## src/rtl/if_id_ex_mem_pipeline_regs_if.sv

```systemverilog
// Bundle of all IF/ID, ID/EX and EX/MEM pipeline-register inputs and outputs.
// The master side drives the stage inputs and observes the registered outputs.
interface if_id_ex_mem_pipeline_regs_if;
   logic        ifid_enable;
   logic [31:0] ifid_alu_data, ifid_inst_mem_data;
   logic [31:0] ifid_alu_data_out, ifid_inst_mem_data_out;

   logic        idex_stall;
   logic [31:0] idex_alu_data, idex_rs, idex_rt, idex_sign_extend_inp, idex_instruction;
   logic [4:0]  idex_rs_address, idex_rt_address, idex_rd_address;
   logic        idex_regDest, idex_jump, idex_branch, idex_MemRead, idex_MemtoReg;
   logic        idex_MemWrite, idex_ALUSrc, idex_RegWrite;
   logic [1:0]  idex_ALUOp;
   logic [31:0] idex_alu_data_out, idex_rs_out, idex_rt_out, idex_sign_extend_inp_out;
   logic [31:0] idex_instruction_out;
   logic [4:0]  idex_rs_address_out, idex_rt_address_out, idex_rd_address_out;
   logic        idex_regDest_out, idex_jump_out, idex_branch_out, idex_MemRead_out;
   logic        idex_MemtoReg_out, idex_MemWrite_out, idex_ALUSrc_out, idex_RegWrite_out;
   logic [1:0]  idex_ALUOp_out;

   logic [31:0] exmem_alu_data1, exmem_alu_data2, exmem_rt;
   logic        exmem_zero;
   logic [4:0]  exmem_reg_des_address;
   logic        exmem_jump, exmem_branch, exmem_MemRead, exmem_MemtoReg, exmem_MemWrite;
   logic        exmem_RegWrite;
   logic [31:0] exmem_alu_data_out1, exmem_alu_data_out2, exmem_rt_out;
   logic        exmem_zero_out;
   logic [4:0]  exmem_reg_des_address_out;
   logic        exmem_jump_out, exmem_branch_out, exmem_MemRead_out, exmem_MemtoReg_out;
   logic        exmem_MemWrite_out, exmem_RegWrite_out;

   modport master (
      output ifid_enable, ifid_alu_data, ifid_inst_mem_data,
      input  ifid_alu_data_out, ifid_inst_mem_data_out,
      output idex_stall, idex_alu_data, idex_rs, idex_rt, idex_sign_extend_inp, idex_instruction,
      output idex_rs_address, idex_rt_address, idex_rd_address,
      output idex_regDest, idex_jump, idex_branch, idex_MemRead, idex_MemtoReg,
      output idex_MemWrite, idex_ALUSrc, idex_RegWrite, idex_ALUOp,
      input  idex_alu_data_out, idex_rs_out, idex_rt_out, idex_sign_extend_inp_out,
      input  idex_instruction_out, idex_rs_address_out, idex_rt_address_out, idex_rd_address_out,
      input  idex_regDest_out, idex_jump_out, idex_branch_out, idex_MemRead_out,
      input  idex_MemtoReg_out, idex_MemWrite_out, idex_ALUSrc_out, idex_RegWrite_out,
      input  idex_ALUOp_out,
      output exmem_alu_data1, exmem_alu_data2, exmem_rt, exmem_zero, exmem_reg_des_address,
      output exmem_jump, exmem_branch, exmem_MemRead, exmem_MemtoReg, exmem_MemWrite,
      output exmem_RegWrite,
      input  exmem_alu_data_out1, exmem_alu_data_out2, exmem_rt_out, exmem_zero_out,
      input  exmem_reg_des_address_out, exmem_jump_out, exmem_branch_out, exmem_MemRead_out,
      input  exmem_MemtoReg_out, exmem_MemWrite_out, exmem_RegWrite_out
   );

   modport slave (
      input  ifid_enable, ifid_alu_data, ifid_inst_mem_data,
      output ifid_alu_data_out, ifid_inst_mem_data_out,
      input  idex_stall, idex_alu_data, idex_rs, idex_rt, idex_sign_extend_inp, idex_instruction,
      input  idex_rs_address, idex_rt_address, idex_rd_address,
      input  idex_regDest, idex_jump, idex_branch, idex_MemRead, idex_MemtoReg,
      input  idex_MemWrite, idex_ALUSrc, idex_RegWrite, idex_ALUOp,
      output idex_alu_data_out, idex_rs_out, idex_rt_out, idex_sign_extend_inp_out,
      output idex_instruction_out, idex_rs_address_out, idex_rt_address_out, idex_rd_address_out,
      output idex_regDest_out, idex_jump_out, idex_branch_out, idex_MemRead_out,
      output idex_MemtoReg_out, idex_MemWrite_out, idex_ALUSrc_out, idex_RegWrite_out,
      output idex_ALUOp_out,
      input  exmem_alu_data1, exmem_alu_data2, exmem_rt, exmem_zero, exmem_reg_des_address,
      input  exmem_jump, exmem_branch, exmem_MemRead, exmem_MemtoReg, exmem_MemWrite,
      input  exmem_RegWrite,
      output exmem_alu_data_out1, exmem_alu_data_out2, exmem_rt_out, exmem_zero_out,
      output exmem_reg_des_address_out, exmem_jump_out, exmem_branch_out, exmem_MemRead_out,
      output exmem_MemtoReg_out, exmem_MemWrite_out, exmem_RegWrite_out
   );
endinterface

```

## src/rtl/if_id_ex_mem_pipeline_regs.sv

```systemverilog
// IF/ID, ID/EX and EX/MEM pipeline registers: three independent one-cycle stages with
// an IF/ID load enable, an ID/EX control bubble, and a common synchronous reset.
module if_id_ex_mem_pipeline_regs (
   input logic                             clk,
   input logic                             reset,
   if_id_ex_mem_pipeline_regs_if.slave     pipe
);

   typedef struct packed {
      logic [31:0] alu_data;
      logic [31:0] inst_mem_data;
   } ifid_t;

   typedef struct packed {
      logic       reg_dest, jump, branch, mem_read, mem_to_reg, mem_write, alu_src, reg_write;
      logic [1:0] alu_op;
   } idex_ctrl_t;

   typedef struct packed {
      logic [31:0] alu_data, rs, rt, sign_extend, instruction;
      logic [4:0]  rs_address, rt_address, rd_address;
   } idex_data_t;

   typedef struct packed {
      logic [31:0] alu_data1, alu_data2, rt;
      logic        zero;
      logic [4:0]  reg_des_address;
      logic        jump, branch, mem_read, mem_to_reg, mem_write, reg_write;
   } exmem_t;

   ifid_t      ifid_d, ifid_q;
   idex_ctrl_t idex_ctrl_d, idex_ctrl_q;
   idex_data_t idex_data_d, idex_data_q;
   exmem_t     exmem_d, exmem_q;

   always_comb begin
      ifid_d = ifid_q;
      if (pipe.ifid_enable) begin
         ifid_d = '{alu_data: pipe.ifid_alu_data, inst_mem_data: pipe.ifid_inst_mem_data};
      end

      // A stall only squashes the control word; the data still advances.
      idex_ctrl_d = '0;
      if (!pipe.idex_stall) begin
         idex_ctrl_d = '{reg_dest:   pipe.idex_regDest,  jump:      pipe.idex_jump,
                         branch:     pipe.idex_branch,   mem_read:  pipe.idex_MemRead,
                         mem_to_reg: pipe.idex_MemtoReg, mem_write: pipe.idex_MemWrite,
                         alu_src:    pipe.idex_ALUSrc,   reg_write: pipe.idex_RegWrite,
                         alu_op:     pipe.idex_ALUOp};
      end

      idex_data_d = '{alu_data:    pipe.idex_alu_data,    rs:          pipe.idex_rs,
                      rt:          pipe.idex_rt,          sign_extend: pipe.idex_sign_extend_inp,
                      instruction: pipe.idex_instruction, rs_address:  pipe.idex_rs_address,
                      rt_address:  pipe.idex_rt_address,  rd_address:  pipe.idex_rd_address};

      exmem_d = '{alu_data1: pipe.exmem_alu_data1, alu_data2: pipe.exmem_alu_data2,
                  rt: pipe.exmem_rt, zero: pipe.exmem_zero,
                  reg_des_address: pipe.exmem_reg_des_address,
                  jump: pipe.exmem_jump, branch: pipe.exmem_branch,
                  mem_read: pipe.exmem_MemRead, mem_to_reg: pipe.exmem_MemtoReg,
                  mem_write: pipe.exmem_MemWrite, reg_write: pipe.exmem_RegWrite};
   end

   // NOTE: state uses non-blocking assignments so every stage samples pre-edge values.
   always_ff @(posedge clk) begin
      if (reset) begin
         ifid_q      <= '0;
         idex_ctrl_q <= '0;
         idex_data_q <= '0;
         exmem_q     <= '0;
      end else begin
         ifid_q      <= ifid_d;
         idex_ctrl_q <= idex_ctrl_d;
         idex_data_q <= idex_data_d;
         exmem_q     <= exmem_d;
      end
   end

   assign pipe.ifid_alu_data_out      = ifid_q.alu_data;
   assign pipe.ifid_inst_mem_data_out = ifid_q.inst_mem_data;

   assign pipe.idex_alu_data_out        = idex_data_q.alu_data;
   assign pipe.idex_rs_out              = idex_data_q.rs;
   assign pipe.idex_rt_out              = idex_data_q.rt;
   assign pipe.idex_sign_extend_inp_out = idex_data_q.sign_extend;
   assign pipe.idex_instruction_out     = idex_data_q.instruction;
   assign pipe.idex_rs_address_out      = idex_data_q.rs_address;
   assign pipe.idex_rt_address_out      = idex_data_q.rt_address;
   assign pipe.idex_rd_address_out      = idex_data_q.rd_address;
   assign pipe.idex_regDest_out         = idex_ctrl_q.reg_dest;
   assign pipe.idex_jump_out            = idex_ctrl_q.jump;
   assign pipe.idex_branch_out          = idex_ctrl_q.branch;
   assign pipe.idex_MemRead_out         = idex_ctrl_q.mem_read;
   assign pipe.idex_MemtoReg_out        = idex_ctrl_q.mem_to_reg;
   assign pipe.idex_MemWrite_out        = idex_ctrl_q.mem_write;
   assign pipe.idex_ALUSrc_out          = idex_ctrl_q.alu_src;
   assign pipe.idex_RegWrite_out        = idex_ctrl_q.reg_write;
   assign pipe.idex_ALUOp_out           = idex_ctrl_q.alu_op;

   assign pipe.exmem_alu_data_out1       = exmem_q.alu_data1;
   assign pipe.exmem_alu_data_out2       = exmem_q.alu_data2;
   assign pipe.exmem_rt_out              = exmem_q.rt;
   assign pipe.exmem_zero_out            = exmem_q.zero;
   assign pipe.exmem_reg_des_address_out = exmem_q.reg_des_address;
   assign pipe.exmem_jump_out            = exmem_q.jump;
   assign pipe.exmem_branch_out          = exmem_q.branch;
   assign pipe.exmem_MemRead_out         = exmem_q.mem_read;
   assign pipe.exmem_MemtoReg_out        = exmem_q.mem_to_reg;
   assign pipe.exmem_MemWrite_out        = exmem_q.mem_write;
   assign pipe.exmem_RegWrite_out        = exmem_q.reg_write;

endmodule

```

## src/flat_wrapper.sv

```systemverilog
// flat-port wrapper written by rule: the top's interface ports become plain ports
module if_id_ex_mem_pipeline_regs_flat 
  (clk, reset, pipe_ifid_enable, pipe_ifid_alu_data, pipe_ifid_inst_mem_data, pipe_ifid_alu_data_out, pipe_ifid_inst_mem_data_out, pipe_idex_stall, pipe_idex_alu_data, pipe_idex_rs, pipe_idex_rt, pipe_idex_sign_extend_inp, pipe_idex_instruction, pipe_idex_rs_address, pipe_idex_rt_address, pipe_idex_rd_address, pipe_idex_regDest, pipe_idex_jump, pipe_idex_branch, pipe_idex_MemRead, pipe_idex_MemtoReg, pipe_idex_MemWrite, pipe_idex_ALUSrc, pipe_idex_RegWrite, pipe_idex_ALUOp, pipe_idex_alu_data_out, pipe_idex_rs_out, pipe_idex_rt_out, pipe_idex_sign_extend_inp_out, pipe_idex_instruction_out, pipe_idex_rs_address_out, pipe_idex_rt_address_out, pipe_idex_rd_address_out, pipe_idex_regDest_out, pipe_idex_jump_out, pipe_idex_branch_out, pipe_idex_MemRead_out, pipe_idex_MemtoReg_out, pipe_idex_MemWrite_out, pipe_idex_ALUSrc_out, pipe_idex_RegWrite_out, pipe_idex_ALUOp_out, pipe_exmem_alu_data1, pipe_exmem_alu_data2, pipe_exmem_rt, pipe_exmem_zero, pipe_exmem_reg_des_address, pipe_exmem_jump, pipe_exmem_branch, pipe_exmem_MemRead, pipe_exmem_MemtoReg, pipe_exmem_MemWrite, pipe_exmem_RegWrite, pipe_exmem_alu_data_out1, pipe_exmem_alu_data_out2, pipe_exmem_rt_out, pipe_exmem_zero_out, pipe_exmem_reg_des_address_out, pipe_exmem_jump_out, pipe_exmem_branch_out, pipe_exmem_MemRead_out, pipe_exmem_MemtoReg_out, pipe_exmem_MemWrite_out, pipe_exmem_RegWrite_out);
  if_id_ex_mem_pipeline_regs_if pipe_i ();
  input logic clk;
  input logic reset;
  input wire logic [$bits(pipe_i.ifid_enable)-1:0] pipe_ifid_enable;
  input wire logic [$bits(pipe_i.ifid_alu_data)-1:0] pipe_ifid_alu_data;
  input wire logic [$bits(pipe_i.ifid_inst_mem_data)-1:0] pipe_ifid_inst_mem_data;
  output wire logic [$bits(pipe_i.ifid_alu_data_out)-1:0] pipe_ifid_alu_data_out;
  output wire logic [$bits(pipe_i.ifid_inst_mem_data_out)-1:0] pipe_ifid_inst_mem_data_out;
  input wire logic [$bits(pipe_i.idex_stall)-1:0] pipe_idex_stall;
  input wire logic [$bits(pipe_i.idex_alu_data)-1:0] pipe_idex_alu_data;
  input wire logic [$bits(pipe_i.idex_rs)-1:0] pipe_idex_rs;
  input wire logic [$bits(pipe_i.idex_rt)-1:0] pipe_idex_rt;
  input wire logic [$bits(pipe_i.idex_sign_extend_inp)-1:0] pipe_idex_sign_extend_inp;
  input wire logic [$bits(pipe_i.idex_instruction)-1:0] pipe_idex_instruction;
  input wire logic [$bits(pipe_i.idex_rs_address)-1:0] pipe_idex_rs_address;
  input wire logic [$bits(pipe_i.idex_rt_address)-1:0] pipe_idex_rt_address;
  input wire logic [$bits(pipe_i.idex_rd_address)-1:0] pipe_idex_rd_address;
  input wire logic [$bits(pipe_i.idex_regDest)-1:0] pipe_idex_regDest;
  input wire logic [$bits(pipe_i.idex_jump)-1:0] pipe_idex_jump;
  input wire logic [$bits(pipe_i.idex_branch)-1:0] pipe_idex_branch;
  input wire logic [$bits(pipe_i.idex_MemRead)-1:0] pipe_idex_MemRead;
  input wire logic [$bits(pipe_i.idex_MemtoReg)-1:0] pipe_idex_MemtoReg;
  input wire logic [$bits(pipe_i.idex_MemWrite)-1:0] pipe_idex_MemWrite;
  input wire logic [$bits(pipe_i.idex_ALUSrc)-1:0] pipe_idex_ALUSrc;
  input wire logic [$bits(pipe_i.idex_RegWrite)-1:0] pipe_idex_RegWrite;
  input wire logic [$bits(pipe_i.idex_ALUOp)-1:0] pipe_idex_ALUOp;
  output wire logic [$bits(pipe_i.idex_alu_data_out)-1:0] pipe_idex_alu_data_out;
  output wire logic [$bits(pipe_i.idex_rs_out)-1:0] pipe_idex_rs_out;
  output wire logic [$bits(pipe_i.idex_rt_out)-1:0] pipe_idex_rt_out;
  output wire logic [$bits(pipe_i.idex_sign_extend_inp_out)-1:0] pipe_idex_sign_extend_inp_out;
  output wire logic [$bits(pipe_i.idex_instruction_out)-1:0] pipe_idex_instruction_out;
  output wire logic [$bits(pipe_i.idex_rs_address_out)-1:0] pipe_idex_rs_address_out;
  output wire logic [$bits(pipe_i.idex_rt_address_out)-1:0] pipe_idex_rt_address_out;
  output wire logic [$bits(pipe_i.idex_rd_address_out)-1:0] pipe_idex_rd_address_out;
  output wire logic [$bits(pipe_i.idex_regDest_out)-1:0] pipe_idex_regDest_out;
  output wire logic [$bits(pipe_i.idex_jump_out)-1:0] pipe_idex_jump_out;
  output wire logic [$bits(pipe_i.idex_branch_out)-1:0] pipe_idex_branch_out;
  output wire logic [$bits(pipe_i.idex_MemRead_out)-1:0] pipe_idex_MemRead_out;
  output wire logic [$bits(pipe_i.idex_MemtoReg_out)-1:0] pipe_idex_MemtoReg_out;
  output wire logic [$bits(pipe_i.idex_MemWrite_out)-1:0] pipe_idex_MemWrite_out;
  output wire logic [$bits(pipe_i.idex_ALUSrc_out)-1:0] pipe_idex_ALUSrc_out;
  output wire logic [$bits(pipe_i.idex_RegWrite_out)-1:0] pipe_idex_RegWrite_out;
  output wire logic [$bits(pipe_i.idex_ALUOp_out)-1:0] pipe_idex_ALUOp_out;
  input wire logic [$bits(pipe_i.exmem_alu_data1)-1:0] pipe_exmem_alu_data1;
  input wire logic [$bits(pipe_i.exmem_alu_data2)-1:0] pipe_exmem_alu_data2;
  input wire logic [$bits(pipe_i.exmem_rt)-1:0] pipe_exmem_rt;
  input wire logic [$bits(pipe_i.exmem_zero)-1:0] pipe_exmem_zero;
  input wire logic [$bits(pipe_i.exmem_reg_des_address)-1:0] pipe_exmem_reg_des_address;
  input wire logic [$bits(pipe_i.exmem_jump)-1:0] pipe_exmem_jump;
  input wire logic [$bits(pipe_i.exmem_branch)-1:0] pipe_exmem_branch;
  input wire logic [$bits(pipe_i.exmem_MemRead)-1:0] pipe_exmem_MemRead;
  input wire logic [$bits(pipe_i.exmem_MemtoReg)-1:0] pipe_exmem_MemtoReg;
  input wire logic [$bits(pipe_i.exmem_MemWrite)-1:0] pipe_exmem_MemWrite;
  input wire logic [$bits(pipe_i.exmem_RegWrite)-1:0] pipe_exmem_RegWrite;
  output wire logic [$bits(pipe_i.exmem_alu_data_out1)-1:0] pipe_exmem_alu_data_out1;
  output wire logic [$bits(pipe_i.exmem_alu_data_out2)-1:0] pipe_exmem_alu_data_out2;
  output wire logic [$bits(pipe_i.exmem_rt_out)-1:0] pipe_exmem_rt_out;
  output wire logic [$bits(pipe_i.exmem_zero_out)-1:0] pipe_exmem_zero_out;
  output wire logic [$bits(pipe_i.exmem_reg_des_address_out)-1:0] pipe_exmem_reg_des_address_out;
  output wire logic [$bits(pipe_i.exmem_jump_out)-1:0] pipe_exmem_jump_out;
  output wire logic [$bits(pipe_i.exmem_branch_out)-1:0] pipe_exmem_branch_out;
  output wire logic [$bits(pipe_i.exmem_MemRead_out)-1:0] pipe_exmem_MemRead_out;
  output wire logic [$bits(pipe_i.exmem_MemtoReg_out)-1:0] pipe_exmem_MemtoReg_out;
  output wire logic [$bits(pipe_i.exmem_MemWrite_out)-1:0] pipe_exmem_MemWrite_out;
  output wire logic [$bits(pipe_i.exmem_RegWrite_out)-1:0] pipe_exmem_RegWrite_out;
  assign pipe_i.ifid_enable = pipe_ifid_enable;
  assign pipe_i.ifid_alu_data = pipe_ifid_alu_data;
  assign pipe_i.ifid_inst_mem_data = pipe_ifid_inst_mem_data;
  assign pipe_ifid_alu_data_out = pipe_i.ifid_alu_data_out;
  assign pipe_ifid_inst_mem_data_out = pipe_i.ifid_inst_mem_data_out;
  assign pipe_i.idex_stall = pipe_idex_stall;
  assign pipe_i.idex_alu_data = pipe_idex_alu_data;
  assign pipe_i.idex_rs = pipe_idex_rs;
  assign pipe_i.idex_rt = pipe_idex_rt;
  assign pipe_i.idex_sign_extend_inp = pipe_idex_sign_extend_inp;
  assign pipe_i.idex_instruction = pipe_idex_instruction;
  assign pipe_i.idex_rs_address = pipe_idex_rs_address;
  assign pipe_i.idex_rt_address = pipe_idex_rt_address;
  assign pipe_i.idex_rd_address = pipe_idex_rd_address;
  assign pipe_i.idex_regDest = pipe_idex_regDest;
  assign pipe_i.idex_jump = pipe_idex_jump;
  assign pipe_i.idex_branch = pipe_idex_branch;
  assign pipe_i.idex_MemRead = pipe_idex_MemRead;
  assign pipe_i.idex_MemtoReg = pipe_idex_MemtoReg;
  assign pipe_i.idex_MemWrite = pipe_idex_MemWrite;
  assign pipe_i.idex_ALUSrc = pipe_idex_ALUSrc;
  assign pipe_i.idex_RegWrite = pipe_idex_RegWrite;
  assign pipe_i.idex_ALUOp = pipe_idex_ALUOp;
  assign pipe_idex_alu_data_out = pipe_i.idex_alu_data_out;
  assign pipe_idex_rs_out = pipe_i.idex_rs_out;
  assign pipe_idex_rt_out = pipe_i.idex_rt_out;
  assign pipe_idex_sign_extend_inp_out = pipe_i.idex_sign_extend_inp_out;
  assign pipe_idex_instruction_out = pipe_i.idex_instruction_out;
  assign pipe_idex_rs_address_out = pipe_i.idex_rs_address_out;
  assign pipe_idex_rt_address_out = pipe_i.idex_rt_address_out;
  assign pipe_idex_rd_address_out = pipe_i.idex_rd_address_out;
  assign pipe_idex_regDest_out = pipe_i.idex_regDest_out;
  assign pipe_idex_jump_out = pipe_i.idex_jump_out;
  assign pipe_idex_branch_out = pipe_i.idex_branch_out;
  assign pipe_idex_MemRead_out = pipe_i.idex_MemRead_out;
  assign pipe_idex_MemtoReg_out = pipe_i.idex_MemtoReg_out;
  assign pipe_idex_MemWrite_out = pipe_i.idex_MemWrite_out;
  assign pipe_idex_ALUSrc_out = pipe_i.idex_ALUSrc_out;
  assign pipe_idex_RegWrite_out = pipe_i.idex_RegWrite_out;
  assign pipe_idex_ALUOp_out = pipe_i.idex_ALUOp_out;
  assign pipe_i.exmem_alu_data1 = pipe_exmem_alu_data1;
  assign pipe_i.exmem_alu_data2 = pipe_exmem_alu_data2;
  assign pipe_i.exmem_rt = pipe_exmem_rt;
  assign pipe_i.exmem_zero = pipe_exmem_zero;
  assign pipe_i.exmem_reg_des_address = pipe_exmem_reg_des_address;
  assign pipe_i.exmem_jump = pipe_exmem_jump;
  assign pipe_i.exmem_branch = pipe_exmem_branch;
  assign pipe_i.exmem_MemRead = pipe_exmem_MemRead;
  assign pipe_i.exmem_MemtoReg = pipe_exmem_MemtoReg;
  assign pipe_i.exmem_MemWrite = pipe_exmem_MemWrite;
  assign pipe_i.exmem_RegWrite = pipe_exmem_RegWrite;
  assign pipe_exmem_alu_data_out1 = pipe_i.exmem_alu_data_out1;
  assign pipe_exmem_alu_data_out2 = pipe_i.exmem_alu_data_out2;
  assign pipe_exmem_rt_out = pipe_i.exmem_rt_out;
  assign pipe_exmem_zero_out = pipe_i.exmem_zero_out;
  assign pipe_exmem_reg_des_address_out = pipe_i.exmem_reg_des_address_out;
  assign pipe_exmem_jump_out = pipe_i.exmem_jump_out;
  assign pipe_exmem_branch_out = pipe_i.exmem_branch_out;
  assign pipe_exmem_MemRead_out = pipe_i.exmem_MemRead_out;
  assign pipe_exmem_MemtoReg_out = pipe_i.exmem_MemtoReg_out;
  assign pipe_exmem_MemWrite_out = pipe_i.exmem_MemWrite_out;
  assign pipe_exmem_RegWrite_out = pipe_i.exmem_RegWrite_out;
  if_id_ex_mem_pipeline_regs u_core (.clk(clk), .reset(reset), .pipe(pipe_i));
endmodule
```

## config.mk

```make
export PLATFORM = sky130hd
export DESIGN_NAME = if_id_ex_mem_pipeline_regs_flat
export DESIGN_NICKNAME = d
export VERILOG_FILES = /design/src/rtl/if_id_ex_mem_pipeline_regs_if.sv /design/src/rtl/if_id_ex_mem_pipeline_regs.sv /design/src/flat_wrapper.sv
export SDC_FILE = /design/constraint.sdc
export NUM_CORES = 1
export LEC_CHECK = 0
export ABC_AREA = 1
export CAP_MARGIN = 20
export CORE_AREA = 4 4 276 278
export DETAILED_ROUTE_END_ITERATION = 6
export DIE_AREA = 0 0 280 282
export PLACE_DENSITY = 0.38
export SLEW_MARGIN = 20
export SYNTH_ARGS = -nofsm -noshare
export SYNTH_HDL_FRONTEND = slang
export SYNTH_SLANG_ARGS = --single-unit
```

## constraint.sdc

```tcl
create_clock -name clk -period 0.95 [get_ports clk]
set_input_delay 0.2375 -clock clk [delete_from_list [all_inputs] [get_ports clk]]
set_output_delay 0.2375 -clock clk [all_outputs]
set_load 0.01 [all_outputs]
```

* Word level (Yosys, flattened, before mapping)
Index checks and enable logic that the tools add are counted.
** Cells by class
- Reduce and logical (&&, ||, !) cells :: 1
** Operator list (number)
- $reduce_or A2 Y1 :: 1
** Storage, ports and cells
- Input port bits :: 361
- Bits in registers :: 357

* Logic depth before layout (Yosys ltp)
Gate-level depths: netlist of the first run.
- Depth after elaboration :: 1
- Mapped depth :: 5

* Worst setup path before layout of the first run
Ideal clock, no wire load.
- Path type :: input to register
- Start point :: in reset
- End point :: reg u_core.idex_ctrl_q (netlist bit u_core.pipe.idex_ALUOp_out[0])
- Slack :: 0.089 ns
- Cell stages on the path :: 4
- Setup time :: 0.062 ns
- Arrival :: 0.799 ns
- Path buffers :: 2
- Required time :: 0.888 ns
- Cell sequence :: buf_4 > or2_1 > buf_6 > nor2_2
** On the way
- Cells in the longest elaborated chain, start to end :: 1
** RTL lines
- start, declared :: line flat_wrapper.sv:6 : input logic reset;
- $reduce_or A2 Y1 (no line)
- end signal, assigned :: line if_id_ex_mem_pipeline_regs.sv:74 : idex_ctrl_q <= idex_ctrl_d;
- end, declared :: line if_id_ex_mem_pipeline_regs.sv:32 : idex_ctrl_t idex_ctrl_d, idex_ctrl_q;
No other way between the ends.
A chain may end at the register's enable or synchronous reset.

* Worst setup path in the final report of the first run
- Start point :: reg u_core.idex_ctrl_q (netlist bit u_core.pipe.idex_ALUOp_out[1])
- End point :: out pipe_idex_ALUOp_out[1]
** RTL lines
- end, declared :: line flat_wrapper.sv:46 : output wire logic [$bits(pipe_i.idex_ALUOp_out)-1:0] pipe_idex_ALUOp_out;
No word-level cell between the ends.

==> flow_summary.yaml, run 1 <==
outcome:
  status: "complete, but fails checks"
  violations: "setup timing"
timing:
  maxSlewViolCount: 0
  worstMarginPinSlew_ns: 0.3681
  fmaxAchievable_mhz: 782.7
  finClkSkew_ns: 0
  rsz0062_at_grt: "true"
  relSlewSlack: 0.7546
  hold_viol_final: 0
  setup_violations: 357
  setup_slack_ns: -0.3276
  post-route-period-util: 1.345
  post-route-min-period_ns: 1.278
logic_synthesis:
  syn_area_um2: 10880
  synth_area_leaders: "dfxtp_1 66%, nor2_1 14%, inv_1 12%"
  yosys.area.top_type: "dfxtp_1"
  synthCells: 1318
  synth-seq-area-share: 0.6572
  synth_edf_count: 0
  synth_commonest_cells: "411 x nor2_1, 357 x dfxtp_1, 357 x inv_1"
  synth_top_area_share: 0.6572
  synth.most_common_cell: "nor2_1"
  async_reset_ff_frac: 0
  synth_nets: 1679
  synth_warnings: 0
  synth_seq_cells: 357
  synth_cell_types: 10
  synth.avg_cell_area_um2: 8.251
  synthFlopType: "dfxtp_1"
floorplanning:
  fp.dieArea_um2: 78960
  die-height_um: 282
  io_pins: 718
  start_util: 0.1471
  die_x_um: 280
  placeableCoreArea_um2: 73950
  rows: 100
worst_setup_path:
  reg2reg_slack_ns: 0.27
  cpMaxStageDelayCell: "dfxtp_4"
  worst-path-stages: 1
  r2r-end: "u_core.pipe.ifid_alu_data_out[0]"
  max_stage_delay_ns: 0.36
  critPathMaxFanout: 1
  endpoint: "pipe_idex_ALUOp_out[1]"
  crit_required_ns: 0.71
  cp.arrival_ns: 1.04
  reg2regPathDepth: 3
  crit_buf_inv: 1
  reg2reg_from: "u_core.pipe.ifid_alu_data_out[0]"
  path_class: "flop to primary output"
  cp_cell_sequence: "buf_12"
  worst_setup_path_end_kind: "primary output"
  critPathLaunchType: "flop"
  critPathTopFamily: "flip-flops"
  crit_path_start: "u_core.pipe.idex_ALUOp_out[1]"
placement:
  io_buffers: 717
  dp.cells: 3009
  hpwl_um: 38640
  place_congestion: 0.8029
drt:
  postRouteAntennaNets: 0
  vias: 10260
  wirelength_um: 47870
  drc: 0
  viasPerCell: 3.310
  drtPass1Iterations: 4
  wl_per_cell_um: 15.45
  drt_iter0_markers: 337
clocking:
  cts_buffers: 44
  clock_path_buffers: 3
  clock_latency_ns: 0.55
  cts_hold_buf: 0
  htree_levels: 2
  cts.sinks: 357
  clk_pin_slew_ns: 0.06
  cts-root-buf: "clkbuf_16"
  cts_tree: "yes"
final_layout:
  final_util: 0.2904
  drive_gt1_frac: 0.3718
  fin_nets: 2452
  final_cells: 3099
  syn_to_final_growth_pct: 97.43
global_route:
  grt_usage: 0.1141
  antenna_found_initial: 13
  first_global_vias: 10720
  grt_max_degree: 49
  grt-ovfl-total: 0
  grt_first_pass_wirelength_um: 67340
power:
  power_density_nw_per_um2: 1799
  total_leakage_power_nw: 10.73
  ir_drop_mv: 1.043
hold_path:
  hp-class: "input pin to flop"
job:
  maxCapViolations: 0
[cell families (layout without fill, tap and decap cells)]
logic type / after synthesis / in the layout / share of synthesized area
buffers and inverters: 411 / 1218 / 0.1505
DFF: 357 / 357 / 0.6572
other: 0 / 5 / 0
and+or+nand+nor: 550 / 550 / 0.1924
[final cells by class]
class / count / area, µm²
well taps: 969 / 1212
inverters: 358 / 1345
diodes: 5 / 12.51
clock buffers: 67 / 1319
repair buffers: 780 / 7823
multi-input cells: 550 / 2092
fillers: 8002 / 52470
flip-flops and latches: 357 / 7517
clock inverters: 13 / 151.4
[flip-flops by register name (all words and copies together), names as in the netlist, 2 cells and up]
register	cells
u_core.pipe.exmem_alu_data_out1	32
u_core.pipe.exmem_alu_data_out2	32
u_core.pipe.exmem_reg_des_address_out	5
u_core.pipe.exmem_rt_out	32
u_core.pipe.idex_ALUOp_out	2
u_core.pipe.idex_alu_data_out	32
u_core.pipe.idex_instruction_out	32
u_core.pipe.idex_rd_address_out	5
u_core.pipe.idex_rs_address_out	5
u_core.pipe.idex_rs_out	32
u_core.pipe.idex_rt_address_out	5
u_core.pipe.idex_rt_out	32
u_core.pipe.idex_sign_extend_inp_out	32
u_core.pipe.ifid_alu_data_out	32
u_core.pipe.ifid_inst_mem_data_out	32
[through the flow]
| stage | instance area [µm²] | worst slack, ns | total power, mW | setup TNS, ns | hold slack (ns) |
|---|---|---|---|---|---|
| after global routing | 21460 | -0.3908 | 40.63 | -118.66 | 0.09065 |
| after detailed placement | 19570 | -0.4177 | 21.83 | -75.72 | 0.4620 |
| after floorplan | 10880 | 0.08902 | 17.93 | 0 | 0.3445 |
| final | 21470 | -0.3276 | 38.64 | -96.36 | 0.08942 |
| after CTS | 20930 | -0.3960 | 39.37 | -119.44 | 0.09102 |
| after global placement | 19570 | -0.4571 | 21.81 | -77.14 | 0.4598 |
[power breakdown]
group	leakage (nW)	total (mW)	internal, mW	switching [mW]
combinational	6.94	5.28	3.21	2.06
clock	0.730	17.0	10.4	6.63
sequential	3.05	16.4	16.0	0.404
[layer usage]
metal	global-route usage	share of wire	wire length, µm
met5	0	0.0012	58
met4	0.03665	0.029	1387
met3	0.06690	0.13	6259
met2	0.2060	0.50	24000
met1	0.1092	0.34	16160
[layout by cell type (no fill, tap or decap), drive strengths merged]
cell           count
nand2            128
bufinv             3
clkbuf            67
or2                1
dfxtp            357
inv              359
buf              422
clkdlybuf4s50    358
clkinv             9
diode              5
nor2             421
[repair_timing]
item	4_1_cts	5_1_grt
endpoints found under the hold margin	0	0
resized for setup	1945	145
setup buffers	2	3
setup endpoints to repair	357	357
[worst min path at each step]
stage,from,to,depth (start not counted)
3_5_place_dp,u_core.pipe.ifid_alu_data_out[11],u_core.pipe.ifid_alu_data_out[11],2
2_1_floorplan,pipe_exmem_MemRead,u_core.pipe.exmem_MemRead_out,2
3_3_place_gp,u_core.pipe.ifid_inst_mem_data_out[4],u_core.pipe.ifid_inst_mem_data_out[4],2
6_report,reset,u_core.pipe.idex_instruction_out[9],3
5_1_grt,reset,u_core.pipe.idex_instruction_out[9],3
4_1_cts,reset,u_core.pipe.idex_instruction_out[9],3
No activity file was read; power rests on OpenSTA's default activity.
==> run 2: changes to the inputs <==
Settings changed: ABC_CLOCK_PERIOD_IN_PS set to 950.
==> results of run 2 <==
Final layout, timing and power as in run 1 (identical DEF).
